**src/rtl/sc_mm_sequencer_if.sv**
```systemverilog
`default_nettype none
// ---------------------------------------------------------------------------
// sc_mm_sequencer_if : memory ports and wrapper handshake of the MM sequencer
// Revision 1.0
// ---------------------------------------------------------------------------
interface sc_mm_sequencer_if #(
  parameter int BATCH_SIZE       = 4,
  parameter int INPUT_FEATURES   = 4,
  parameter int OUTPUT_FEATURES  = 4,
  parameter int BINARY_PRECISION = 32,
  parameter int ADDR_WIDTH       = 8
);
  localparam int P = BINARY_PRECISION;

  logic                                         start;
  logic                                         busy;
  logic                                         done;
  logic                                         in_rd_en;
  logic [ADDR_WIDTH-1:0]                        in_rd_addr;
  logic [P-1:0]                                 in_rd_data;
  logic                                         w_rd_en;
  logic [ADDR_WIDTH-1:0]                        w_rd_addr;
  logic [P-1:0]                                 w_rd_data;
  logic [P*BATCH_SIZE*INPUT_FEATURES-1:0]       input_matrix;
  logic [P*OUTPUT_FEATURES*INPUT_FEATURES-1:0]  weight_matrix;
  logic                                         enable;
  logic [P*BATCH_SIZE*OUTPUT_FEATURES-1:0]      output_matrix;
  logic                                         outputWrEn;
  logic                                         out_wr_en;
  logic [ADDR_WIDTH-1:0]                        out_wr_addr;
  logic [P-1:0]                                 out_wr_data;

  modport master (
    input  start, in_rd_data, w_rd_data, output_matrix, outputWrEn,
    output busy, done, in_rd_en, in_rd_addr, w_rd_en, w_rd_addr,
           input_matrix, weight_matrix, enable, out_wr_en, out_wr_addr, out_wr_data
  );

  modport slave (
    output start, in_rd_data, w_rd_data, output_matrix, outputWrEn,
    input  busy, done, in_rd_en, in_rd_addr, w_rd_en, w_rd_addr,
           input_matrix, weight_matrix, enable, out_wr_en, out_wr_addr, out_wr_data
  );
endinterface
`default_nettype wire

```
**src/rtl/sc_mm_sequencer.sv**
```systemverilog
`default_nettype none
// ---------------------------------------------------------------------------
// sc_mm_sequencer : fetches input/weight matrices, runs the wrapper, stores result
// Revision 1.0
// ---------------------------------------------------------------------------
module sc_mm_sequencer #(
  parameter int BATCH_SIZE       = 4,
  parameter int INPUT_FEATURES   = 4,
  parameter int OUTPUT_FEATURES  = 4,
  parameter int BINARY_PRECISION = 32,
  parameter int ADDR_WIDTH       = 8
) (
  input  logic              clk,
  input  logic              rst,
  sc_mm_sequencer_if.master bus
);
  localparam int P    = BINARY_PRECISION;
  localparam int MN   = BATCH_SIZE * INPUT_FEATURES;
  localparam int ON   = OUTPUT_FEATURES * INPUT_FEATURES;
  localparam int MO   = BATCH_SIZE * OUTPUT_FEATURES;
  localparam int MAXC = (MN > ON) ? ((MN > MO) ? MN : MO) : ((ON > MO) ? ON : MO);
  localparam int CW   = $clog2(MAXC) + 1;

  typedef enum logic [2:0] {
    S_IDLE    = 3'd0,
    S_LOAD_IN = 3'd1,
    S_LOAD_W  = 3'd2,
    S_COMPUTE = 3'd3,
    S_STORE   = 3'd4,
    S_DONE    = 3'd5
  } state_t;

  state_t              r_state, w_state_nxt;
  logic [CW-1:0]       r_cnt, w_cnt_nxt;
  logic [P*MN-1:0]     r_in_mat;
  logic [P*ON-1:0]     r_w_mat;
  logic [P*MO-1:0]     r_result, w_result_nxt;
  logic                r_busy, r_done, r_enable, r_in_rd_en, r_w_rd_en, r_out_wr_en;
  logic [ADDR_WIDTH-1:0] r_in_rd_addr, r_w_rd_addr, r_out_wr_addr;
  logic [P-1:0]        r_out_wr_data;
  logic                w_in_rd_en_nxt, w_w_rd_en_nxt, w_out_wr_en_nxt;
  logic [P-1:0]        w_out_wr_data_nxt;

  // Outputs are registered copies of what the next state/count will require.
  always_comb begin
    w_state_nxt       = r_state;
    w_cnt_nxt         = r_cnt;
    w_result_nxt      = r_result;
    w_out_wr_data_nxt = '0;
    unique case (r_state)
      S_IDLE: if (bus.start) begin
        w_state_nxt = S_LOAD_IN;
        w_cnt_nxt   = '0;
      end
      S_LOAD_IN: if (r_cnt == CW'(MN)) begin
        w_state_nxt = S_LOAD_W;
        w_cnt_nxt   = '0;
      end else w_cnt_nxt = r_cnt + CW'(1);
      S_LOAD_W: if (r_cnt == CW'(ON)) begin
        w_state_nxt = S_COMPUTE;
        w_cnt_nxt   = '0;
      end else w_cnt_nxt = r_cnt + CW'(1);
      S_COMPUTE: if (bus.outputWrEn) begin
        w_state_nxt  = S_STORE;
        w_cnt_nxt    = '0;
        w_result_nxt = bus.output_matrix;
      end
      S_STORE: if (r_cnt == CW'(MO - 1)) begin
        w_state_nxt = S_DONE;
        w_cnt_nxt   = '0;
      end else w_cnt_nxt = r_cnt + CW'(1);
      S_DONE:  w_state_nxt = S_IDLE;
      default: w_state_nxt = S_IDLE;
    endcase
    w_in_rd_en_nxt  = (w_state_nxt == S_LOAD_IN) && (w_cnt_nxt < CW'(MN));
    w_w_rd_en_nxt   = (w_state_nxt == S_LOAD_W) && (w_cnt_nxt < CW'(ON));
    w_out_wr_en_nxt = (w_state_nxt == S_STORE);
    if (w_out_wr_en_nxt)
      for (int j = 0; j < MO; j++)
        if (w_cnt_nxt == CW'(j)) w_out_wr_data_nxt = w_result_nxt[j*P +: P];
  end

  always_ff @(posedge clk) begin
    if (rst) begin
      r_state       <= S_IDLE;
      r_cnt         <= '0;
      r_in_mat      <= '0;
      r_w_mat       <= '0;
      r_result      <= '0;
      r_busy        <= 1'b0;
      r_done        <= 1'b0;
      r_enable      <= 1'b0;
      r_in_rd_en    <= 1'b0;
      r_w_rd_en     <= 1'b0;
      r_out_wr_en   <= 1'b0;
      r_in_rd_addr  <= '0;
      r_w_rd_addr   <= '0;
      r_out_wr_addr <= '0;
      r_out_wr_data <= '0;
    end else begin
      r_state       <= w_state_nxt;
      r_cnt         <= w_cnt_nxt;
      r_result      <= w_result_nxt;
      r_busy        <= (w_state_nxt != S_IDLE);
      r_done        <= (w_state_nxt == S_DONE);
      r_enable      <= (w_state_nxt == S_COMPUTE);
      r_in_rd_en    <= w_in_rd_en_nxt;
      r_w_rd_en     <= w_w_rd_en_nxt;
      r_out_wr_en   <= w_out_wr_en_nxt;
      r_in_rd_addr  <= w_in_rd_en_nxt  ? ADDR_WIDTH'(w_cnt_nxt) : '0;
      r_w_rd_addr   <= w_w_rd_en_nxt   ? ADDR_WIDTH'(w_cnt_nxt) : '0;
      r_out_wr_addr <= w_out_wr_en_nxt ? ADDR_WIDTH'(w_cnt_nxt) : '0;
      r_out_wr_data <= w_out_wr_data_nxt;
      // Read data lags the strobe by one cycle, so count c lands in slot c-1.
      for (int k = 0; k < MN; k++)
        if (r_state == S_LOAD_IN && r_cnt == CW'(k + 1)) r_in_mat[k*P +: P] <= bus.in_rd_data;
      for (int k = 0; k < ON; k++)
        if (r_state == S_LOAD_W && r_cnt == CW'(k + 1)) r_w_mat[k*P +: P] <= bus.w_rd_data;
    end
  end

  assign bus.busy          = r_busy;
  assign bus.done          = r_done;
  assign bus.enable        = r_enable;
  assign bus.in_rd_en      = r_in_rd_en;
  assign bus.in_rd_addr    = r_in_rd_addr;
  assign bus.w_rd_en       = r_w_rd_en;
  assign bus.w_rd_addr     = r_w_rd_addr;
  assign bus.out_wr_en     = r_out_wr_en;
  assign bus.out_wr_addr   = r_out_wr_addr;
  assign bus.out_wr_data   = r_out_wr_data;
  assign bus.input_matrix  = r_in_mat;
  assign bus.weight_matrix = r_w_mat;
endmodule
`default_nettype wire

```
**src/flat_wrapper.sv**
```systemverilog
// flat-port wrapper written by rule: the top's interface ports become plain ports
module sc_mm_sequencer_flat 
#(
  parameter int BATCH_SIZE       = 4,
  parameter int INPUT_FEATURES   = 4,
  parameter int OUTPUT_FEATURES  = 4,
  parameter int BINARY_PRECISION = 32,
  parameter int ADDR_WIDTH       = 8
)
  (clk, rst, bus_start, bus_in_rd_data, bus_w_rd_data, bus_output_matrix, bus_outputWrEn, bus_busy, bus_done, bus_in_rd_en, bus_in_rd_addr, bus_w_rd_en, bus_w_rd_addr, bus_input_matrix, bus_weight_matrix, bus_enable, bus_out_wr_en, bus_out_wr_addr, bus_out_wr_data);
  sc_mm_sequencer_if #(.BATCH_SIZE(BATCH_SIZE), .INPUT_FEATURES(INPUT_FEATURES), .OUTPUT_FEATURES(OUTPUT_FEATURES), .BINARY_PRECISION(BINARY_PRECISION), .ADDR_WIDTH(ADDR_WIDTH)) bus_i ();
  input  logic clk;
  input  logic rst;
  input wire logic [$bits(bus_i.start)-1:0] bus_start;
  input wire logic [$bits(bus_i.in_rd_data)-1:0] bus_in_rd_data;
  input wire logic [$bits(bus_i.w_rd_data)-1:0] bus_w_rd_data;
  input wire logic [$bits(bus_i.output_matrix)-1:0] bus_output_matrix;
  input wire logic [$bits(bus_i.outputWrEn)-1:0] bus_outputWrEn;
  output wire logic [$bits(bus_i.busy)-1:0] bus_busy;
  output wire logic [$bits(bus_i.done)-1:0] bus_done;
  output wire logic [$bits(bus_i.in_rd_en)-1:0] bus_in_rd_en;
  output wire logic [$bits(bus_i.in_rd_addr)-1:0] bus_in_rd_addr;
  output wire logic [$bits(bus_i.w_rd_en)-1:0] bus_w_rd_en;
  output wire logic [$bits(bus_i.w_rd_addr)-1:0] bus_w_rd_addr;
  output wire logic [$bits(bus_i.input_matrix)-1:0] bus_input_matrix;
  output wire logic [$bits(bus_i.weight_matrix)-1:0] bus_weight_matrix;
  output wire logic [$bits(bus_i.enable)-1:0] bus_enable;
  output wire logic [$bits(bus_i.out_wr_en)-1:0] bus_out_wr_en;
  output wire logic [$bits(bus_i.out_wr_addr)-1:0] bus_out_wr_addr;
  output wire logic [$bits(bus_i.out_wr_data)-1:0] bus_out_wr_data;
  assign bus_i.start = bus_start;
  assign bus_i.in_rd_data = bus_in_rd_data;
  assign bus_i.w_rd_data = bus_w_rd_data;
  assign bus_i.output_matrix = bus_output_matrix;
  assign bus_i.outputWrEn = bus_outputWrEn;
  assign bus_busy = bus_i.busy;
  assign bus_done = bus_i.done;
  assign bus_in_rd_en = bus_i.in_rd_en;
  assign bus_in_rd_addr = bus_i.in_rd_addr;
  assign bus_w_rd_en = bus_i.w_rd_en;
  assign bus_w_rd_addr = bus_i.w_rd_addr;
  assign bus_input_matrix = bus_i.input_matrix;
  assign bus_weight_matrix = bus_i.weight_matrix;
  assign bus_enable = bus_i.enable;
  assign bus_out_wr_en = bus_i.out_wr_en;
  assign bus_out_wr_addr = bus_i.out_wr_addr;
  assign bus_out_wr_data = bus_i.out_wr_data;
  sc_mm_sequencer #(.BATCH_SIZE(BATCH_SIZE), .INPUT_FEATURES(INPUT_FEATURES), .OUTPUT_FEATURES(OUTPUT_FEATURES), .BINARY_PRECISION(BINARY_PRECISION), .ADDR_WIDTH(ADDR_WIDTH)) u_core (.clk(clk), .rst(rst), .bus(bus_i));
endmodule
```
**config.mk**
```make
export PLATFORM = sky130hd
export DESIGN_NAME = sc_mm_sequencer_flat
export DESIGN_NICKNAME = d
export VERILOG_FILES = /design/src/rtl/sc_mm_sequencer_if.sv /design/src/rtl/sc_mm_sequencer.sv /design/src/flat_wrapper.sv
export SDC_FILE = /design/constraint.sdc
export NUM_CORES = 2
export LEC_CHECK = 0
export BUFFER_PORTS_ARGS = -buffer_cell sky130_fd_sc_hd__buf_4
export CAP_MARGIN = 25
export CORE_AREA = 2 2 644 646
export DETAILED_ROUTE_END_ITERATION = 8
export DIE_AREA = 0 0 646 648
export GPL_TIMING_DRIVEN = 0
export HOLD_SLACK_MARGIN = 0.12
export SLEW_MARGIN = 20
export SYNTH_ARGS = -nofsm -noshare
export SYNTH_HDL_FRONTEND = slang
export SYNTH_SLANG_ARGS = --single-unit
```
**constraint.sdc**
```tcl
create_clock -name clk -period 6.1 [get_ports clk]
set_clock_uncertainty 0.05 [all_clocks]
set_input_delay 0 -clock clk [delete_from_list [all_inputs] [get_ports clk]]
set_output_delay 0 -clock clk [all_outputs]
set_load 0.005 [all_outputs]
```
==> metrics.md <==
| Metric | Value |
|---|---|
| Outcome | `completed` |
| Clk buf depth | `4` |
| Total power | `25.31 mW` |
| Async SR Flop Fraction | `0%` |
| Critical path data required time | `6760 ps` |
| Final WS setup | `179.9 ps` |
| Pwr Density | `256.5 nW/um^2` |
| R2R depth | `13` |
| Hold Path Class | `in -> reg` |
| Hpwl dp | `369600 um` |
| CTS tree | `yes` |
| Drt wl/cell | `28.42 um` |
| Cell-internal power | `18.71 mW` |
| Worst min-delay path startpoint | `bus_output_matrix[436]` |
| Hold endpoint | `u_core.r_result[436]$_SDFF_PP0_` |
| Post-DRT Antenna Nets | `0` |
| Reg2reg end | `u_core.bus.out_wr_data[22]$_SDFF_PP0_` |
| Final hold slack | `152.3 ps` |
| Clock latency at the later pin of the worst-skew pair | `910 ps` |
| Flop2flop setup slack | `180 ps` |
| Total Routed Length | `459900 um` |
| Crit-path most repeated cell | `o21ai_1` |
| DRC | `0` |
| Htree depth | `4` |
| Final setup fails | `0` |
| Full die area | `418600 sq um` |
| Top delay family on crit path | `compound AO/OA/AOI/OAI gates` |
| Period minus WS final | `5920 ps` |
| Synthesized area | `59970 sq um` |
| Placeable Area | `411900 sq um` |
| Fmax | `0.1689 GHz` |
| Die Y-Extent | `648 um` |
| PortBufs | `1591` |
| Clock Tree Root | `clkbuf_16` |
| Clock slew at reported path FFs | `60 ps` |
| Post-Synthesis Cells | `7413` |
| CP max stage delay | `750 ps` |
| Starting Density | `14.56%` |
| TritonCTS Buffers | `190` |
| Post-place setup slack | `-459.2 ps` |
| Worst setup EP type | `flop` |
| Syn avg cell area | `8.090 sq um` |
| Max-slew headroom | `14.30%` |
| VDD IR-drop max | `0.2289 mV` |
| Synth warn | `0` |
| Vias | `69979` |
| Io pins | `1666` |
| Crit Path Class | `reg -> reg` |
| Post-synthesis sequential area ratio | `53.31%` |
| First-pass DRT Iterations | `6` |
| Worst-path cell chain | `clkbuf_2, buf_2, and3_1, ha_4, nor4b_4, a22o_1, o22a_1, a22oi_2, nand3_2, clkbuf_1, o21ai_1, o21ai_1, o211ai_1` |
| First-pass GRT wire length | `588700 um` |
| 1st-iter DRT viols | `7706` |
| Sw Ratio | `26.09%` |
| Hold Vio Cnt, Final | `0` |
| Largest net degree at the start of global routing | `15` |
| Worst slew pin tran | `1286 ps` |
| Clock network fraction of design power | `49.9%` |
| Slowest stage cell on the critical path | `o211ai_1` |
| Grt total ovfl | `0` |
| Leakage | `36.52 nW` |
| Initial antenna violation count | `220` |
| Routed vias/inst | `4.325` |
| Comb pwr share | `8.8%` |
| Final non-filler cell area | `98680 sq um` |
| Share of layout cells above drive strength 1 | `21.35%` |
| Placed instance area | `80080 sq um` |
| R2r startpoint | `u_core.r_cnt[2]$_SDFF_PP0_` |
| Clk sinks | `1597` |
| Worst hold path depth | `4` |
| Max-cap check violation count | `0` |
| EDFF count, synth | `0` |
| Setup TNS | `0 ps` |
| Gr usage total | `20.76%` |
| Buffers & Inverters on Critical Path | `3` |
| Placer Congestion | `0.9810` |
| Main synth FF type | `dfxtp_1` |
| Seq cells post-synth | `1597` |
| Vias in the first global route | `65167` |
| Arrival time worst endpoint | `6580 ps` |
| Fin. max-slew vios | `0` |
| Commonest cells after routing, fill and taps aside | `nand2_1 (2472), buf_4 (1632), dfxtp_1 (1597), a21oi_1 (1189), dlygate4sd3_1 (1133)` |
| Crit path launch type | `flop` |
| Area Overhead vs Synth | `64.55%` |
| Row cnt | `236` |
| Crit share post-route | `97.05%` |
| Unrepaired setup endpoints after global routing | `false` |
| Worst Path Max Fanout | `10` |
| P_sw | `6.604 mW` |
| Seq pwr share | `41.3%` |
| Unique cell type count in the Yosys netlist | `73` |
| Chip width | `646 um` |
| Commonest non-fill, non-tap cell in the layout | `nand2_1` |
| Nets | `11014` |
-- worst reg2reg max path, delay by kind of cell (launching register included) --
family          cells  cell delay, ps
fa+ha+maj           1             430
simple gates        3            1110
flops               1             440
buf+inv             3            1270
compound gates      6            2430
-- Yosys cell counts, drive strengths merged, types with 6 or more instances --
cell	count	share of area [%]
nand2	2474	15
nor3	51	0.48
a22oi	32	0.41
a211oi	43	0.55
ha	6	0.13
a221oi	66	0.96
o211ai	20	0.25
inv	9	0.056
o31ai	6	0.075
and3	7	0.073
nor2	479	3.0
nand4	9	0.094
o21ai	105	0.93
nand3	75	0.64
a21oi	1190	9.9
mux2i	439	7.3
nor2b	6	0.063
a32o	28	0.47
dfxtp	1597	53
buf	123	1.1
or3	8	0.083
o22ai	32	0.34
clkbuf	557	3.5
-- routing by layer --
metal  vias to the layer above  routed length, um  GRT usage, %
met2                      4479             212600         34.05
met3                      1320              43120         5.915
li1                      30679                  -             -
met4                        76              34430         13.54
met1                     33425             169300         23.55
met5                         -                441       0.01156
-- worst max path at each step --
| stage | start | end | slack [ps] | depth (start not counted) |
|---|---|---|---|---|
| final | u_core.r_cnt[2]$_SDFF_PP0_ | u_core.bus.out_wr_data[22]$_SDFF_PP0_ | 180 | 13 |
| after global routing | u_core.r_cnt[2]$_SDFF_PP0_ | u_core.bus.out_wr_data[22]$_SDFF_PP0_ | 190 | 13 |
| after CTS | u_core.r_cnt[2]$_SDFF_PP0_ | u_core.bus.out_wr_data[22]$_SDFF_PP0_ | 50 | 14 |
| after detailed placement | u_core.r_cnt[2]$_SDFF_PP0_ | u_core.bus.out_wr_data[22]$_SDFF_PP0_ | -460 | 14 |
| after global placement | u_core.r_cnt[2]$_SDFF_PP0_ | u_core.bus.out_wr_data[19]$_SDFF_PP0_ | -1520 | 14 |
| after floorplan | u_core.r_cnt[2]$_SDFF_PP0_ | u_core.bus.out_wr_data[12]$_SDFF_PP0_ | 2740 | 12 |
-- power groups by stage --
stage	clock [mW]	sequential, mW	combinational, mW
2_1_floorplan	0	10.7	0.442
3_3_place_gp	0	10.7	1.46
3_5_place_dp	0	10.7	1.53
4_1_cts	12.8	10.4	2.20
5_1_grt	13.2	10.4	2.28
6_report	12.6	10.4	2.23
-- what timing repair did --
item,4_1_cts,5_1_grt
gates resized for setup,23,5
endpoints found under the hold margin,1247,2
hold buffers,1131,2
buffers inserted,2,0
setup endpoints to repair,18,6
pin swaps,1,1
-- area by class of cell --
class	instances	area, sq um
Inverter	9	33.78
Tap cell	5474	6849
Clock inverter	99	1483
Fill cell	44740	313200
Buffer	680	2839
Timing Repair Buffer	2813	24400
Clock buffer	249	5229
Sequential cell	1597	31970
Antenna cell	122	305.3
Multi-Input combinational cell	5137	25570
-- cells by family (layout without fill, tap and decap cells) --
logic type	after synthesis	after routing	share of synthesized area, %
AND/OR/NAND/NOR	3129	3129	20.23
flip-flops	1597	1597	53.31
AO/OA/AOI/OAI	1549	1549	14.34
buffers and inverters	689	3850	4.609
multiplexers	440	440	7.346
adder cells (fa/ha/maj)	6	6	0.1252
XOR/XNOR	2	2	0.02922
other	1	133	0.006253
-- state kept, by name, summed over array words and instances, names as in the netlist --
name and count:
u_core.bus.out_wr_addr 5, u_core.bus.weight_matrix 512, u_core.r_cnt 5, u_core.bus.w_rd_en 1, u_core.bus.in_rd_en 1, u_core.r_result 512
u_core.bus.busy 1, u_core.bus.input_matrix 512, u_core.bus.out_wr_data 32, u_core.bus.w_rd_addr 5, u_core.bus.enable 1, u_core.bus.done 1
u_core.bus.in_rd_addr 5, u_core.bus.out_wr_en 1, u_core.r_state 3
-- per-stage QoR --
step | std cells | util [%]
2_1_floorplan | 7423 | -
3_3_place_gp | 14488 | 19.13
3_5_place_dp | 14566 | 19.44
4_1_cts | 16047 | 23.85
5_1_grt | 16143 | 23.93
6_report | 16180 | 23.96
Power figures use the tool's default switching activity.
